$ cat config.mk
export PLATFORM = sky130hd
export DESIGN_NAME = core_param_loader
export DESIGN_NICKNAME = d
export VERILOG_FILES = /design/src/rtl/core_param_loader.sv
export SDC_FILE = /design/constraint.sdc
export NUM_CORES = 1
export LEC_CHECK = 0
export CAP_MARGIN = 20
export CORE_UTILIZATION = 37
export CTS_CLUSTER_DIAMETER = 50
export DETAILED_ROUTE_END_ITERATION = 6
export PLACE_DENSITY_LB_ADDON = 0.15
export SETUP_SLACK_MARGIN = 0.4
export SLEW_MARGIN = 5
export SYNTH_ARGS = -nofsm -noshare
export SYNTH_HDL_FRONTEND = slang
export SYNTH_SLANG_ARGS = --single-unit
$ cat constraint.sdc
create_clock -name clk -period 3.04 [get_ports clk]
set_input_delay 0.912 -clock clk [delete_from_list [all_inputs] [get_ports clk]]
set_output_delay 0.912 -clock clk [all_outputs]
set_load 0.05 [all_outputs]
$ cat src/rtl/core_param_loader.sv
// core_param_loader: streams one core's configuration from a 32-bit
// valid/ready word stream into the core's neuron parameter port (368-bit
// records, addresses 0..255) and neuron instruction port (2-bit
// instructions, addresses 0..255), and holds off the core's tick while a
// load is running.
// Optional feature macro: CORE_LOADER_CHECKSUM_EN adds a trailer word that is
// compared against the running XOR of all accepted data words.
module core_param_loader #(
    parameter int NUM_NEURONS = 256,
    parameter int PARAM_WIDTH = 368,
    parameter int BUS_WIDTH   = 32
) (
    input  logic                   clk,
    input  logic                   reset_n,
    input  logic                   start,
    input  logic [BUS_WIDTH-1:0]   s_data,
    input  logic                   s_valid,
    output logic                   s_ready,
    output logic                   param_wen,
    output logic [PARAM_WIDTH-1:0] param_data_in,
    output logic [7:0]             param_address,
    output logic                   neuron_inst_wen,
    output logic [7:0]             neuron_inst_address,
    output logic [1:0]             neuron_inst_data_in,
    input  logic                   tick_in,
    output logic                   tick_out,
    output logic                   busy,
    output logic                   done,
    output logic                   error
);

    // Beats per record; the last beat carries only the top TAIL_W bits.
    localparam int BEATS      = (PARAM_WIDTH + BUS_WIDTH - 1) / BUS_WIDTH;
    localparam int BUF_W      = (BEATS - 1) * BUS_WIDTH;
    localparam int TAIL_W     = PARAM_WIDTH - BUF_W;
    localparam int SLOTS      = BUS_WIDTH / 2;
    localparam int INST_WORDS = NUM_NEURONS / SLOTS;

    localparam logic [3:0] LAST_BEAT = 4'(BEATS - 1);
    localparam logic [7:0] LAST_ADDR = 8'(NUM_NEURONS - 1);
    localparam logic [3:0] LAST_SLOT = 4'(SLOTS - 1);
    localparam logic [3:0] LAST_WORD = 4'(INST_WORDS - 1);

    typedef enum logic [2:0] {
        IDLE,
        P_COL,
        P_WR,
        I_COL,
        I_WR,
`ifdef CORE_LOADER_CHECKSUM_EN
        CHK,
`endif
        DONE
    } state_t;

    state_t                 state, state_n;
    logic [7:0]             addr, addr_n;
    logic [3:0]             beat, beat_n;
    logic [3:0]             wcnt, wcnt_n;
    logic [3:0]             slot, slot_n, slot_inc;
    logic [BUF_W-1:0]       rec_buf, rec_buf_n;
    logic [BUS_WIDTH-1:0]   word_q, word_n;
    logic                   param_wen_n, inst_wen_n, done_n, busy_n;
    logic [PARAM_WIDTH-1:0] param_data_n;
    logic [7:0]             param_addr_n, inst_addr_n;
    logic [1:0]             inst_data_n;
`ifdef CORE_LOADER_CHECKSUM_EN
    logic [BUS_WIDTH-1:0]   csum, csum_n;
    logic                   error_n;
`endif

    // Only the collect states (and the trailer check) take stream words;
    // ticks pass straight through whenever no load is running.
`ifdef CORE_LOADER_CHECKSUM_EN
    assign s_ready  = (state == P_COL) || (state == I_COL) || (state == CHK);
`else
    assign s_ready  = (state == P_COL) || (state == I_COL);
    assign error    = 1'b0;
`endif
    assign tick_out = tick_in & ~busy;

    // Next state plus the values every registered output takes in that state,
    // so strobes line up with the P_WR / I_WR / DONE cycles themselves.
    always_comb begin
        state_n      = state;
        addr_n       = addr;
        beat_n       = beat;
        wcnt_n       = wcnt;
        slot_n       = slot;
        slot_inc     = slot + 4'd1;
        rec_buf_n    = rec_buf;
        word_n       = word_q;
        param_wen_n  = 1'b0;
        param_data_n = param_data_in;
        param_addr_n = param_address;
        inst_wen_n   = 1'b0;
        inst_addr_n  = neuron_inst_address;
        inst_data_n  = neuron_inst_data_in;
        done_n       = 1'b0;
`ifdef CORE_LOADER_CHECKSUM_EN
        csum_n       = csum;
        error_n      = error;
`endif
        case (state)
            IDLE: begin
                if (start) begin
                    state_n = P_COL;
                    addr_n  = 8'd0;
                    beat_n  = 4'd0;
                    wcnt_n  = 4'd0;
`ifdef CORE_LOADER_CHECKSUM_EN
                    csum_n  = '0;
                    error_n = 1'b0;
`endif
                end
            end
            P_COL: begin
                if (s_valid) begin
`ifdef CORE_LOADER_CHECKSUM_EN
                    csum_n = csum ^ s_data;
`endif
                    if (beat == LAST_BEAT) begin
                        state_n      = P_WR;
                        beat_n       = 4'd0;
                        param_wen_n  = 1'b1;
                        param_addr_n = addr;
                        param_data_n = {s_data[TAIL_W-1:0], rec_buf};
                    end else begin
                        rec_buf_n[int'(beat)*BUS_WIDTH +: BUS_WIDTH] = s_data;
                        beat_n = beat + 4'd1;
                    end
                end
            end
            P_WR: begin
                if (addr == LAST_ADDR) begin
                    state_n = I_COL;
                    addr_n  = 8'd0;
                end else begin
                    state_n = P_COL;
                    addr_n  = addr + 8'd1;
                end
            end
            I_COL: begin
                if (s_valid) begin
`ifdef CORE_LOADER_CHECKSUM_EN
                    csum_n = csum ^ s_data;
`endif
                    state_n     = I_WR;
                    word_n      = s_data;
                    slot_n      = 4'd0;
                    inst_wen_n  = 1'b1;
                    inst_addr_n = addr;
                    inst_data_n = s_data[1:0];
                end
            end
            I_WR: begin
                addr_n = addr + 8'd1;
                slot_n = slot_inc;
                if (slot != LAST_SLOT) begin
                    inst_wen_n  = 1'b1;
                    inst_addr_n = addr + 8'd1;
                    inst_data_n = word_q[2*int'(slot_inc) +: 2];
                end else if (wcnt == LAST_WORD) begin
`ifdef CORE_LOADER_CHECKSUM_EN
                    state_n = CHK;
`else
                    state_n = DONE;
                    done_n  = 1'b1;
`endif
                end else begin
                    state_n = I_COL;
                    wcnt_n  = wcnt + 4'd1;
                end
            end
`ifdef CORE_LOADER_CHECKSUM_EN
            CHK: begin
                if (s_valid) begin
                    state_n = DONE;
                    done_n  = 1'b1;
                    error_n = (s_data != csum);
                end
            end
`endif
            DONE:    state_n = IDLE;
            default: state_n = IDLE;
        endcase
        busy_n = (state_n != IDLE);
    end

    // State and output registers; reset drops everything to zero at once,
    // abandoning any load in progress.
    always_ff @(posedge clk or negedge reset_n) begin
        if (!reset_n) begin
            state               <= IDLE;
            addr                <= 8'd0;
            beat                <= 4'd0;
            wcnt                <= 4'd0;
            slot                <= 4'd0;
            rec_buf             <= '0;
            word_q              <= '0;
            param_wen           <= 1'b0;
            param_data_in       <= '0;
            param_address       <= 8'd0;
            neuron_inst_wen     <= 1'b0;
            neuron_inst_address <= 8'd0;
            neuron_inst_data_in <= 2'd0;
            busy                <= 1'b0;
            done                <= 1'b0;
`ifdef CORE_LOADER_CHECKSUM_EN
            csum                <= '0;
            error               <= 1'b0;
`endif
        end else begin
            state               <= state_n;
            addr                <= addr_n;
            beat                <= beat_n;
            wcnt                <= wcnt_n;
            slot                <= slot_n;
            rec_buf             <= rec_buf_n;
            word_q              <= word_n;
            param_wen           <= param_wen_n;
            param_data_in       <= param_data_n;
            param_address       <= param_addr_n;
            neuron_inst_wen     <= inst_wen_n;
            neuron_inst_address <= inst_addr_n;
            neuron_inst_data_in <= inst_data_n;
            busy                <= busy_n;
            done                <= done_n;
`ifdef CORE_LOADER_CHECKSUM_EN
            csum                <= csum_n;
            error               <= error_n;
`endif
        end
    end

endmodule

Yosys cells after proc, flatten, opt, wreduce, memory -nomap -nowiden
Index checks and enable logic that the tools add are counted.
- register bits after elaboration: 797
- word-level logic and storage cells: 91
- output and inout bits: 393
- bitwise logic cells: 3
- add/sub/neg operators: 5
- reduce and logical (&&, ||, !) cells: 15
- shift-type cells: 3
- equality and inequality tests: 14
- multiplexer cells: 36
- operators by type and width (operator ; number):
    bitwise mux 352 bit ; 1
    variable shift 32 x 33 -> 352 bit, first input constant ; 1
    indexed part select 32 x 33 -> 352 bit ; 1
    negator 9 -> 33 bit ; 1
    2-to-1 mux 8 bit ; 4
    indexed part select 32 x 6 -> 2 bit ; 1
    2-to-1 mux 4 bit ; 6
    case mux 4 bit (2 select lines) ; 3
    case mux 8 bit (3 select lines) ; 1
    2-to-1 mux 3 bit ; 6
    case mux 8 bit (2 select lines) ; 1
    case mux 3 bit (5 select lines) ; 1
    adder 4 x 1 -> 4 bit, second input constant ; 3
    inequality test 2 bit, second input constant ; 6
    AND reduction 3 bit ; 4
    adder 8 x 1 -> 8 bit, second input constant ; 1
    == test 4 bit, second input constant ; 2
    == test 8 bit, second input constant ; 1
    2-to-1 mux 1 bit ; 8
    == test 3 x 2 -> 1 bit, second input constant ; 2
    2-to-1 mux 2 bit ; 3
    AND reduction 2 bit ; 3
    nonzero test 2 bit ; 3
    nonzero test 3 bit ; 2
    other kinds (10) ; 11

Depth between registers and ports, before layout
Gate-level depths: netlist (run 1).
- depth in word-level cells: 5
- depth in mapped cells: 10

Worst setup path after synthesis (run 1)
Ideal clock, no wire load.
- path kind: register to register
- start: register beat[0]
- end: register rec_buf[10]
- library setup time: 0.079 ns
- arrival: 2.559 ns
- slack: 0.401 ns
- data required time: 2.961 ns
- cell stages (with the launch flop): 9
- buffers on the path: 3
- cell sequence: dfrtp_1 > clkbuf_1 > nor3_1 > ha_1 > clkbuf_1 > or2_2 > a2111oi_2 > buf_2 > mux2i_1
- word-level cells in the longest chain between the ends: 3
- elaborated cells between the ends (all ways): 7
- ends and longest elaborated chain (what ; line ; source):
    from (decl) ; 58 ; logic [3:0] beat, beat_n;
    from (signal assigned) ; 216 ; beat <= beat_n;
    negator 9 -> 33 bit / == test 4 bit (equally long branches) ; 129, 122 ;
    indexed part select 32 x 33 -> 352 bit (tied with other cells) ; 129 ; rec_buf_n[int'(beat)*BUS_WIDTH +: BUS_WIDTH] = s_data;
    bitwise mux 352 bit / AND reduction 3 bit (equally long branches) ; -- ;
    to (signal assigned) ; 219 ; rec_buf <= rec_buf_n;
    to (decl) ; 61 ; logic [BUF_W-1:0] rec_buf, rec_buf_n;
Several ways; a longest one is shown, not always the timed one.
A chain may end at the register's enable or synchronous reset.

Worst setup path in the final report (run 1)
- start: register param_data_in[64]
- end: output param_data_in[64]
- RTL lines (what ; line ; source):
    from (decl) ; 20 ; output logic [PARAM_WIDTH-1:0] param_data_in,
    from (signal assigned) ; 222 ; param_data_in <= param_data_n;
No word-level cell between the ends.

==> results of run 1 <==
[area by class of cell]
cell class                 instances  area share, %
inverter                         170          1.516
multi-input combinational       1347          27.14
clock inverter                    60          1.685
tap                             1155          3.414
timing repair buffer             575          12.66
antenna                            6        0.03547
clock buffer                     124          6.434
sequential                       797          47.12
[sequential cells by signal, summed over array words and instances, names as in the netlist, 2 cells and up]
signal               count
addr                     8
beat                     4
neuron_inst_address      8
rec_buf                352
word_q                  32
state                    3
wcnt                     4
neuron_inst_data_in      2
slot                     4
param_data_in          368
param_address            8
[stage by stage]
step           power, uW  setup WS, ns
6_report           50450        0.4381
2_1_floorplan      30930        0.4013
5_1_grt            52880        0.4038
4_1_cts            50860        0.4111
3_5_place_dp       39580       -0.1943
3_3_place_gp       39120       -0.1712
[power breakdown]
| part | switching [uW] | internal (uW) | leakage, uW | total (uW) |
|---|---|---|---|---|
| Combinational | 14100 | 6760 | 0.00926 | 20900 |
| Sequential | 2600 | 14800 | 0.0102 | 17400 |
| Clock | 4780 | 7430 | 0.00168 | 12200 |
[logic make-up after synthesis]
family          count (synthesis)
flops                         797
mux                           718
simple gates                  496
buf+inv                       354
compound gates                111
xor+xnor                       11
fa+ha+maj                       9
other cells                     1
[layer usage]
metal / wire length (um) / share of wire (%) / global-route usage (%) / up-vias
li1: - / - / - / 9480
met1: 44080 / 44 / 30.29 / 11210
met2: 48250 / 48 / 36.71 / 568
met3: 4854 / 4.8 / 3.486 / 151
met4: 3076 / 3.1 / 7.665 / 2
met5: 13 / 0.013 / 0 / -
[cells in the mapped netlist (all sizes together), types with 4 or more instances]
cell type / instances / share of area, %
nor2: 18 / 0.21
mux2i: 164 / 5.0
nand2: 288 / 3.3
nor3: 9 / 0.15
nand4: 4 / 0.077
nor2b: 7 / 0.13
dfrtp: 797 / 61
and2: 32 / 0.61
o21ai: 49 / 0.75
and3: 36 / 0.69
nor4: 6 / 0.20
a21oi: 7 / 0.11
inv: 170 / 2.0
mux2: 546 / 19
a211oi: 4 / 0.092
mux4: 8 / 0.55
xnor2: 5 / 0.13
nor3b: 33 / 0.76
o31ai: 30 / 0.70
ha: 9 / 0.34
nand3: 39 / 0.60
xor2: 6 / 0.16
buf: 80 / 1.3
nand2b: 4 / 0.077
or4: 4 / 0.092
clkbuf: 104 / 1.2
[path summary, 6_finish.rpt]
| path | end | slack [ns] | cells after the start |
|---|---|---|---|
| max in group asynchronous | rec_buf[306]$_DFFE_PN0P_ | 1.75 | 3 |
| setup reg to reg | rec_buf[350]$_DFFE_PN0P_ | 0.49 | 10 |
| setup / recovery | param_data_in[64] | 0.44 | 1 |
| hold reg to reg | word_q[15]$_DFFE_PN0P_ | 0.47 | 2 |
| hold / removal | param_data_in[135]$_DFFE_PN0P_ | 0.20 | 1 |
| min in group clk | word_q[15]$_DFFE_PN0P_ | 0.47 | 2 |
[repair_timing]
item                       CTS  global route
setup endpoints to repair  610           140
pin swaps                    3             3
gates resized for setup    400             9
buffers inserted             7             4
gates cloned                 1             1
==> flow_metrics.env, run 1 <==
export IMPL_crit_start="param_data_in[64]$_DFFE_PN0P_"
export IMPL_drc_errors=0
export IMPL_core_um2=87160
export IMPL_syn2layout_area_growth_pct=29.48
export IMPL_synth_ff_type="dfrtp_1"
export IMPL_total_leakage_power_uw=0.02118
export IMPL_hold_violations=0
export IMPL_place_port_buffers=428
export IMPL_finalSetupViolCount=0
export IMPL_cp_top_family="buffers and inverters"
export IMPL_critPathCaptureType="output pin"
export IMPL_drive_above_1_share_pct=29.42
export IMPL_clkTransAtPathRegs_ns=0.06
export IMPL_synth_top_family_by_area="multiplexers"
export IMPL_period_share_pct=85.59
export IMPL_cp_cell_sequence="dlygate4sd2_1"
export IMPL_ctsHoldBuffers=0
export IMPL_totalWireLength_mm=100.3
export IMPL_fillers=7823
export IMPL_critPathLaunchType="flop"
export IMPL_synth_xor_area_share_pct=0.2946
export IMPL_design_area_um2=42340
export IMPL_status="finished clean"
export IMPL_tns_ns=0
export IMPL_avgSynthCellArea_um2=13.09
export IMPL_dieArea_um2=89570
export IMPL_cts_tree="done"
export IMPL_ys_ff_latch=797
export IMPL_grt_start_max_net_pins=101
export IMPL_place_gp_congestion=0.8062
export IMPL_num_nets_final=3036
export IMPL_start_util_pct=37.52
export IMPL_numCtsBuffers=99
export IMPL_postRouteAntennaNets=0
export IMPL_drtPass1Iterations=5
export IMPL_grt_pass1_wl_mm=150.0
export IMPL_dp_hpwl_mm=66.81
export IMPL_die_h_um=299.3
export IMPL_final_cells=4234
export IMPL_max_freq_ghz=0.3843
export IMPL_synth_nets=2543
export IMPL_cp_arrival_ns=1.69
export IMPL_clock_sinks=797
export IMPL_critPathKind="reg -> out"
export IMPL_placed_cell_area_um2=39170
export IMPL_netlist_instances=2497
export IMPL_timing_final_max_slew_violations=0
export IMPL_placedCellCount=4031
export IMPL_cts_htree_levels=3
export IMPL_synth_compound_area_share_pct=2.223
export IMPL_worstHoldPathType="in -> async"
export IMPL_mostFrequentLayoutCell="dfrtp_1"
export IMPL_syn_area_um2=32700
export IMPL_antenna_found_initial=23
export IMPL_cp_max_fo=2
export IMPL_root_buffer="clkbuf_16"
export IMPL_synthAdderAreaFrac_pct=0.3444
export IMPL_regArea_um2=19950
export IMPL_period_minus_slack_ns=2.602
export IMPL_hold_slack_ns=0.2007
export IMPL_crit_buf_inv=1
export IMPL_die_w_um=299.3
export IMPL_vias=21410
export IMPL_routedWlPerCell_um=23.68
export IMPL_grt_pass1_vias=22640
export IMPL_track_usage_pct=22.41
export IMPL_overflow=0
export IMPL_p_per_area_nw_per_um2=1192
export IMPL_synthSimpleGateAreaFrac_pct=7.316
export IMPL_async_flop_share_pct=100.0
export IMPL_fin_util_pct=48.57
export IMPL_io_pin_count=430
export IMPL_drv_cap=0
export IMPL_drt_initial_drc_count=1258
export IMPL_multi_input_area_um2=11490
export IMPL_clk_latency_ns=0.65
export IMPL_synthMuxAreaShare_pct=24.39
export IMPL_rsz0062_at_grt="false"
export IMPL_rows=108
export IMPL_max_stage_delay_ns=0.69
export IMPL_reg2reg_from="beat[0]$_DFFE_PN0P_"
export IMPL_ys_seq_area_share_pct=61.00
export IMPL_vdd_drop_max_mv=0.7365
export IMPL_worst_pin_slew_ns=1.038
export IMPL_ys_warn_count=0
export IMPL_synth_cell_types=60
export IMPL_viasPerCell=5.057
export IMPL_slew_headroom_pct=30.27
export IMPL_fin_skew_ns=0.02351
export IMPL_crit_slowest_cell="dlygate4sd2_1"
export IMPL_synth_edf_count=0
export IMPL_crit_required_ns=2.13
export IMPL_layout_common_cells="794 x dfrtp_1, 534 x mux2_2, 390 x dlygate4sd2_1"
export IMPL_clock_path_buffers=3
Note: power is estimated with default switching activity, not from simulation.
==> inputs of run 2 (changes only) <==
--- a/config.mk
+++ b/config.mk
@@ -5,6 +5,7 @@
 export SDC_FILE = /design/constraint.sdc
 export NUM_CORES = 1
 export LEC_CHECK = 0
+export ABC_AREA = 1
 export CAP_MARGIN = 20
 export CORE_UTILIZATION = 37
 export CTS_CLUSTER_DIAMETER = 50
==> run 2 against run 1 <==
  * First-iteration DRC count grew 57%
  * Utilization shrank 0.089 points
  * Clock power is essentially flat
  * Hold slack gained 0.0072 ns
  * Sequential power shrank 15%
  * Via count grew 20%
  * Routed wire length grew 5.4%
  * Non-clock buffer count grew 3
  * Cell area shrank 2.3%
  * Die area shrank 2.4%
==> flow_metrics.env, run 2 <==
export IMPL_status="finished clean"
export IMPL_max_freq_ghz=0.3844
export IMPL_async_flop_share_pct=100.0
export IMPL_tns_ns=0
export IMPL_worst_slack_ns=0.4388
export IMPL_clkTransAtPathRegs_ns=0.06
export IMPL_synth_area_top_cells="dfrtp_1 63%, nand2_1 19%, o21ai_0 5.6%"
export IMPL_drc_errors=0
export IMPL_die_w_um=295.6
export IMPL_worstHoldPathType="in -> async"
export IMPL_worst_pin_slew_ns=0.7209
export IMPL_syn_area_um2=31900
export IMPL_syn2layout_area_growth_pct=29.61
export IMPL_top_register="param_data_in"
export IMPL_cts_htree_levels=3
export IMPL_core_um2=85280
export IMPL_period_share_pct=85.57
export IMPL_synth_top_area_share_pct=62.52
export IMPL_hold_violations=0
export IMPL_seq_power_share_pct=36.8
export IMPL_synth_nets=3739
export IMPL_largest_reg_flops=368
export IMPL_numCtsBuffers=102
export IMPL_p_int_uw=23890
export IMPL_synth_most_common_cell="nand2_1"
export IMPL_power_switching_uw=16380
export IMPL_root_buffer="clkbuf_16"
export IMPL_avgSynthCellArea_um2=8.638
export IMPL_p_per_area_nw_per_um2=974.0
export IMPL_synth_top_cell_by_area="dfrtp_1"
export IMPL_dieArea_um2=87400
export IMPL_fillers=8351
export IMPL_cp_cell_sequence="clkdlybuf4s50_1 -> inv_1 -> nor2_2 -> buf_12"
export IMPL_rsz0062_at_grt="true"
export IMPL_finalSetupViolCount=0
export IMPL_cp_top_family="buffers and inverters"
export IMPL_cts_tree="done"
export IMPL_synth_edf_count=0
export IMPL_pwr_share_comb_pct=33.3
export IMPL_clk_latency_ns=0.65
export IMPL_rows=107
export IMPL_track_usage_pct=24.40
export IMPL_critPathCaptureType="output pin"
export IMPL_viasPerCell=4.777
export IMPL_grt_start_max_net_pins=88
export IMPL_dp_hpwl_mm=72.75
export IMPL_crit_slowest_cell="clkdlybuf4s50_1"
export IMPL_start_util_pct=37.41
export IMPL_total_leakage_power_uw=0.02211
export IMPL_clockPowerShare_pct=29.9
export IMPL_grt_pass1_vias=25450
export IMPL_critPathLaunchType="input port"
export IMPL_drv_cap=0
export IMPL_totalWireLength_mm=105.7
export IMPL_drive_above_1_share_pct=8.520
export IMPL_routedWlPerCell_um=19.59
export IMPL_synth_cell_types=33
export IMPL_num_nets_final=4210
export IMPL_mostFrequentLayoutCell="nand2_1"
export IMPL_slew_headroom_pct=52.13
export IMPL_postRouteAntennaNets=0
export IMPL_period_minus_slack_ns=2.601
export IMPL_crit_required_ns=2.13
export IMPL_crit_buf_inv=3
export IMPL_final_cells=5394
export IMPL_reg_top3="param_data_in (368), rec_buf (352), word_q (32)"
export IMPL_fin_skew_ns=0.01583
export IMPL_critPathKind="in -> out"
export IMPL_drtPass1Iterations=6
export IMPL_grt_pass1_wl_mm=160.6
export IMPL_die_h_um=295.6
export IMPL_timing_final_max_slew_violations=0
export IMPL_multi_input_area_um2=10250
export IMPL_max_stage_delay_ns=0.45
export IMPL_ys_warn_count=0
export IMPL_place_port_buffers=428
export IMPL_cp_max_fo=1
export IMPL_cp_arrival_ns=1.69
export IMPL_synth_ff_type="dfrtp_1"
export IMPL_drt_initial_drc_count=1972
export IMPL_place_gp_congestion=0.8686
export IMPL_netlist_instances=3693
export IMPL_ys_ff_latch=797
export IMPL_vias=25770
export IMPL_vdd_drop_max_mv=0.9349
export IMPL_regArea_um2=19950
export IMPL_ys_seq_area_share_pct=62.52
export IMPL_antenna_found_initial=2
export IMPL_clock_path_buffers=3
export IMPL_io_pin_count=430
export IMPL_layout_common_cells="1634 x nand2_1, 796 x dfrtp_1, 389 x dlygate4sd2_1"
export IMPL_overflow=0
export IMPL_pre_cts_ws_ns=0.2595
export IMPL_yosys_top_cells_count="1634 x nand2_1, 797 x dfrtp_1, 354 x o21ai_0"
export IMPL_swShare_pct=40.67
export IMPL_placedCellCount=5202
export IMPL_clock_sinks=797
run 2: worst paths after layout:
check	from	slack (ns)	end	cells past startpoint
worst min register to register	param_data_in[164]$_DFFE_PN0P_	0.46	param_data_in[164]$_DFFE_PN0P_	2
worst max register to register	beat[0]$_DFFE_PN0P_	0.55	rec_buf[194]$_DFFE_PN0P_	12
max in group asynchronous	reset_n	1.90	param_data_in[327]$_DFFE_PN0P_	3
worst min-delay path	reset_n	0.21	param_data_in[239]$_DFFE_PN0P_	1
min in group clk	param_data_in[164]$_DFFE_PN0P_	0.46	param_data_in[164]$_DFFE_PN0P_	2
worst max-delay path	tick_in	0.44	tick_out	4
run 2: kinds of logic (layout without fill, tap and decap cells):
logic type | count (synthesis) | in the layout | synth area share (%)
compound gates | 457 | 457 | 7.232
xor+xnor | 7 | 7 | 0.1922
fa+ha+maj | 9 | 9 | 0.3530
buf+inv | 450 | 1006 | 5.503
flops | 797 | 797 | 62.52
other cells | 1 | 2 | 0.01175
simple gates | 1972 | 1972 | 24.19
run 2: per-layer routing:
layer	part of all wire, %	global-route usage [%]	vias to the layer above
met5	0.029	0	-
met4	3.4	8.492	4
met3	4.6	3.492	173
met2	47	39.09	671
met1	45	33.86	12440
li1	-	-	12480
run 2: stage by stage:
stage	utilization (%)	hold WS (ns)	power, uW	instance area [um2]
after detailed placement	45.03	0.4574	29100	38400
after global placement	45.03	0.4540	28950	38400
after floorplan	-	0.4478	23140	31910
final	48.48	0.2078	40270	41350
after global routing	48.48	0.2166	42490	41340
after CTS	48.47	0.2075	40660	41330
run 2: final cells by class:
class                   count  area share, %
flip-flops and latches    797          48.24
diodes                      1       0.006052
repair buffers            578          13.06
clock inverters            60          1.504
well taps                1144          3.462
inverters                 239          2.197
clock buffers             129          6.733
multi-input cells        2446          24.80
run 2: what timing repair did:
action,4_1_cts,5_1_grt
pin swaps,1,1
setup endpoints to repair,451,151
setup buffers,2,0
gates resized for setup,393,7
hold buffers,0,0
run 2: power by group through the flow:
| stage | sequential (uW) | combinational (uW) | clock, uW |
|---|---|---|---|
| global route | 15100 | 14600 | 12700 |
| global placement | 15000 | 14000 | 0 |
| finish | 14800 | 13400 | 12100 |
| floorplan | 17600 | 5520 | 0 |
| detailed placement | 15000 | 14100 | 0 |
| CTS | 14800 | 13500 | 12300 |
